### config.mk
export PLATFORM = sky130hd
export DESIGN_NAME = pipe_stage_reg
export DESIGN_NICKNAME = d
export VERILOG_FILES = /design/src/rtl/pipe_stage_reg.sv
export SDC_FILE = /design/constraint.sdc
export NUM_CORES = 1
export LEC_CHECK = 0
export ABC_AREA = 1
export BUFFER_PORTS_ARGS = -buffer_cell sky130_fd_sc_hd__buf_2
export CORE_MARGIN = 2
export CORE_UTILIZATION = 54
export CTS_BUF_LIST = sky130_fd_sc_hd__clkbuf_4
export DETAILED_ROUTE_END_ITERATION = 10
export GPL_TIMING_DRIVEN = 1
export PLACE_DENSITY = 0.88
export SYNTH_ARGS = -nofsm -noshare
export SYNTH_HDL_FRONTEND = slang
export SYNTH_SLANG_ARGS = --single-unit
export TNS_END_PERCENT = 30
### constraint.sdc
create_clock -name clk_i -period 4 [get_ports clk_i]
set_clock_uncertainty 0.2 [all_clocks]
set_input_delay 0.8 -clock clk_i [delete_from_list [all_inputs] [get_ports clk_i]]
set_output_delay 0.8 -clock clk_i [all_outputs]
set_load 0.005 [all_outputs]
### src/rtl/pipe_stage_reg.sv
// Generic pipeline-boundary register: STAGES cascaded slots of {valid, ctrl, data} with
// stall hold, flush-to-bubble and saturating stall/flush event counters.
module pipe_stage_reg #(
  parameter int unsigned DATA_W = 64,
  parameter int unsigned CTRL_W = 5,
  parameter int unsigned STAGES = 1,
  parameter int unsigned CNT_W  = 16
) (
  input  logic              clk_i,
  input  logic              rst_i,
  input  logic              stall_i,
  input  logic              flush_i,
  input  logic              valid_i,
  input  logic [CTRL_W-1:0] ctrl_i,
  input  logic [DATA_W-1:0] data_i,
  output logic              valid_o,
  output logic [CTRL_W-1:0] ctrl_o,
  output logic [DATA_W-1:0] data_o,
  output logic [CNT_W-1:0]  stall_cnt_o,
  output logic [CNT_W-1:0]  flush_cnt_o
);

  if (STAGES < 1 || STAGES > 4) begin : g_bad_stages
    $error("pipe_stage_reg: STAGES must be in the range 1..4");
  end

  localparam logic [CNT_W-1:0] CntMax = '1;

  logic              v_q [STAGES];
  logic              v_d [STAGES];
  logic [CTRL_W-1:0] c_q [STAGES];
  logic [CTRL_W-1:0] c_d [STAGES];
  logic [DATA_W-1:0] d_q [STAGES];
  logic [DATA_W-1:0] d_d [STAGES];

  logic [CNT_W-1:0] stall_cnt_q, stall_cnt_d;
  logic [CNT_W-1:0] flush_cnt_q, flush_cnt_d;

  // Priority: reset > flush > stall > advance. Data is left untouched on flush.
  always_comb begin
    v_d         = v_q;
    c_d         = c_q;
    d_d         = d_q;
    stall_cnt_d = stall_cnt_q;
    flush_cnt_d = flush_cnt_q;
    if (rst_i) begin
      for (int k = 0; k < STAGES; k++) begin
        v_d[k] = 1'b0;
        c_d[k] = '0;
        d_d[k] = '0;
      end
      stall_cnt_d = '0;
      flush_cnt_d = '0;
    end else if (flush_i) begin
      for (int k = 0; k < STAGES; k++) begin
        v_d[k] = 1'b0;
        c_d[k] = '0;
      end
      if (flush_cnt_q != CntMax) flush_cnt_d = flush_cnt_q + CNT_W'(1);
    end else if (stall_i) begin
      if (stall_cnt_q != CntMax) stall_cnt_d = stall_cnt_q + CNT_W'(1);
    end else begin
      v_d[0] = valid_i;
      c_d[0] = valid_i ? ctrl_i : '0;
      d_d[0] = data_i;
      for (int k = 1; k < STAGES; k++) begin
        v_d[k] = v_q[k-1];
        c_d[k] = c_q[k-1];
        d_d[k] = d_q[k-1];
      end
    end
  end

  always_ff @(posedge clk_i) begin
    v_q         <= v_d;
    c_q         <= c_d;
    d_q         <= d_d;
    stall_cnt_q <= stall_cnt_d;
    flush_cnt_q <= flush_cnt_d;
  end

  assign valid_o     = v_q[STAGES-1];
  assign ctrl_o      = c_q[STAGES-1];
  assign data_o      = d_q[STAGES-1];
  assign stall_cnt_o = stall_cnt_q;
  assign flush_cnt_o = flush_cnt_q;

endmodule
==> After elaboration in Yosys (flattened, before gate mapping) <==
Index checks and enable logic that the tools add are counted.
{ "totals": {"out_inout_bits": 102, "ff_bits": 102} }
{ "op_classes": {"bitwise": 2, "addsub": 2, "muxes": 1, "n_reduce_logical": 4, "n_eq_ne": 2} }
{ "op_table": {"columns": ["operator", "n"], "rows": [
  ["$add 16x1->16 const B", 2],
  ["$ne 16x16->1 const B", 2],
  ["$mux 5", 1],
  ["$reduce_and 2->1", 2],
  ["$reduce_and 3->1", 1],
  ["$not 1->1", 2],
  ["$reduce_or 2->1", 1]
]} }

==> Depth between registers and ports, before layout <==
{ "depth": {"depth_word": 2, "depth_mapped": 9, "ltp_nobuf": 9} }

==> Worst setup path before layout <==
No wires, ideal clock.
{ "synth_timing": {"path_type": "input -> register", "startpoint": "in stall_i", "endpoint": "reg d_q, in the netlist data_o[36]", "setup_slack_ps": 2141, "setup_time_ps": 65, "path_stages": 6, "arrival_time_ps": 1595, "cell_sequence": "buf_6 nor2_2 buf_2 clkbuf_1 o21ai_0 nor2_1"} }
{ "synth_via": {"elab_chain_cells": 2} }
{ "synth_rtl": {"columns": ["element", "line_no", "text"], "rows": [
  ["from (decl)", "11", "input logic stall_i,"],
  ["$not 1->1 (no source line)", null, null],
  ["$reduce_and 2->1 (no source line)", null, null],
  ["to (signal assigned)", "77", "d_q <= d_d;"],
  ["to (decl)", "33", "logic [DATA_W-1:0] d_q [STAGES];"]
]} }
Every way passes these cells.
A chain may end at the register's enable or synchronous reset.

==> Worst setup path in the final report <==
{ "layout_timing": {"startpoint": "reg stall_cnt_q[0] (netlist: stall_cnt_o[0])", "endpoint": "reg stall_cnt_q[2] (netlist: stall_cnt_o[2])"} }
{ "layout_via": {"elab_chain_cells": 2, "word_cells_on_any_way": 3, "classes_between": "add/sub: 1; eq/ne: 1; reduce/logical: 1"} }
{ "layout_rtl": {"columns": ["element", "line_no", "text"], "rows": [
  ["from (decl)", "36", "logic [CNT_W-1:0] stall_cnt_q, stall_cnt_d;"],
  ["from (signal assigned)", "78", "stall_cnt_q <= stall_cnt_d;"],
  ["parallel branches: the longest is 2 deep, another holds $add 16x1->16", null, null]
]} }
Parallel ways; which one is timed is not known.

==> flow_summary.toml <==
[route]
vias_per_cell = 5.049
vias = 4393
drt_wl_total_microns = 10880
drtAntennaViolNets = 0
drc = 0
first_pass_iters = 5
first_iter_violations = 243
wl_per_cell_microns = 12.51

[synth]
yosysUniqueCellTypes = 25
synth.avg_cell_area_sq_um = 7.105
synth.net_count = 679
ys_seq_elements = 102
syn_inst = 603
yosysSeqAreaShare = 0.4766
syn_area_sq_um = 4284
yosys_warnings = 0

[floorplan]
die_w_microns = 93.07
core_area_sq_um = 7687
fp-row-count = 32
ios = 176
die_h_microns = 93.07
start_util = 0.5573
dieArea_sq_um = 8662

[clock_tree]
clockRootBuffer = "clkbuf_4"
hold_buffers = 0
cts_tree = "yes"
cts.sinks = 102
h-tree-depth = 3
clk_path_buf_depth = 2
post_cts_resized = 0
clk_latency_ps = 440
post_cts_buffers = 0
numCtsBuffers = 9
clk_pin_slew_ps = 150

[global_route]
grt_pass1_wl_microns = 17930
grtUsageTotal = 0.2533
grt_pass1_vias = 4218
grt_overflow = 0
grt_max_degree = 65
antenna_found_initial = 0

[pwr]
p_leak_nw = 2.667
power_density_nw_per_um2 = 348.4
power_mw = 1.845
peakVddDrop_v = 0.0002240

[setup_path]
cp_max_fo = 21
slowest_delay_ps = 670
crit_family = "compound AO/OA/AOI/OAI gates"
critical_path.slowest_cell = "o21ai_2"
crit_path_start_kind = "register"
arrival_ps = 2550
ff2ff_path_depth = 8
cp.required_ps = 4150
criticalPathCategory = "reg2reg"
cp-end-kind = "register"
worstSetupPathDepth = 8
timing.critical_path.buf_inv = 1
path_cells = "ha_1 > nand2_2 > nor2_4 > nand2_2 > o21ai_2 > inv_1 > nor2_1 > nor2_1"

[timing]
clock.fmax_ghz = 0.4173
worst_pin_slew_ps = 1048
min_period_ps = 2396
report.final.slew_viol_count = 0
rsz0062_at_grt = "no"
relSlewSlack = 0.3014
fin_crit_sh = 0.5991
setup_ws_ps = 1604
hold_viol_final = 0
setup-tns-final_ps = 0
setup_viol = 0

[final_layout]
layout_commonest_cell = "nor2_1"
num_antenna_cells = 0
finish.utilization = 0.6890
layout.cells.non_filler = 870
drive_above_1_share = 0.2813
area_growth_syn_to_layout_pct = 23.63
fin_nets = 840
final_cell_mix = "nor2_1 (203), buf_2 (175), dfxtp_1 (102)"

[worst_hold_path]
hold_depth = 2
hold_path_class = "reg2reg"

[flow_run]
drv_cap = 0

[placed_design]
gp_congestion = 0.8611
dp_hpwl_microns = 7983
io_buffers = 175
dp_cells = 855
dp_worst_setup_slack_ps = 1622

[outcome]
status = "finished clean"
[sequential cells by signal (all words and copies together) (netlist names)]
| signal | count |
|---|---|
| valid_o | 1 |
| stall_cnt_o | 16 |
| ctrl_o | 5 |
| data_o | 64 |
| flush_cnt_o | 16 |
[stage by stage]
stage	hold WS, ps	area (sq um)
4_1_cts	278.1	5296
2_1_floorplan	252.7	4284
6_report	276.1	5296
3_3_place_gp	250.0	5166
3_5_place_dp	257.1	5166
5_1_grt	299.4	5296
[power by group]
group          switching [mW]  internal, mW  leakage (nW)
sequential             0.0332          1.07         0.837
combinational           0.125        0.0996          1.76
clock                   0.331         0.187        0.0658
[worst paths after layout]
check	startpoint	endpoint	slack (ps)
setup / recovery	stall_cnt_o[0]	stall_cnt_o[2]	1600
hold / removal	ctrl_o[2]	ctrl_o[2]	280
setup reg to reg	stall_cnt_o[0]	stall_cnt_o[2]	1600
hold reg to reg	ctrl_o[2]	ctrl_o[2]	280
[tightest hold or removal path: stages (launching register included)]
cell and delay (ps):
dfxtp_1 340, nand2_1 60, a21oi_1 50
[cells in the mapped netlist (all sizes together)]
cell	number	area share
nand2	95	0.086
nand4	2	0.0064
clkbuf	18	0.016
o21ai	76	0.090
a31oi	1	0.0015
nand3	23	0.035
buf	10	0.019
a21oi	19	0.022
xor2	7	0.014
nand3b	3	0.0053
nor3	2	0.0023
ha	2	0.0058
nor2	211	0.19
inv	31	0.027
and2	1	0.0015
dfxtp	102	0.48
[logic make-up after synthesis]
kind of cell	count (synthesis)	share of synthesized area
and+or+nand+nor	337	0.3280
DFF	102	0.4766
AOI/OAI and AO/OA	96	0.1133
buffers and inverters	59	0.06191
xor gates and xnor gates	7	0.01431
adders and majority gates	2	0.005840
[final cells by class]
cell class,instances,area [sq um]
Tap cell,102,127.6
Inverter,31,116.4
Clock inverter,6,62.56
Multi-Input combinational cell,442,1982
Timing Repair Buffer,178,898.4
Sequential cell,102,2042
Clock buffer,9,67.56
Fill cell,677,2391
[per-layer routing]
layer,track usage,part of all wire,up-vias
met5,0,0,-
met4,0.09069,0.018,0
met3,0.06688,0.089,21
met2,0.4662,0.50,178
met1,0.2795,0.40,1964
li1,-,-,2230
Power figures use the tool's default switching activity.
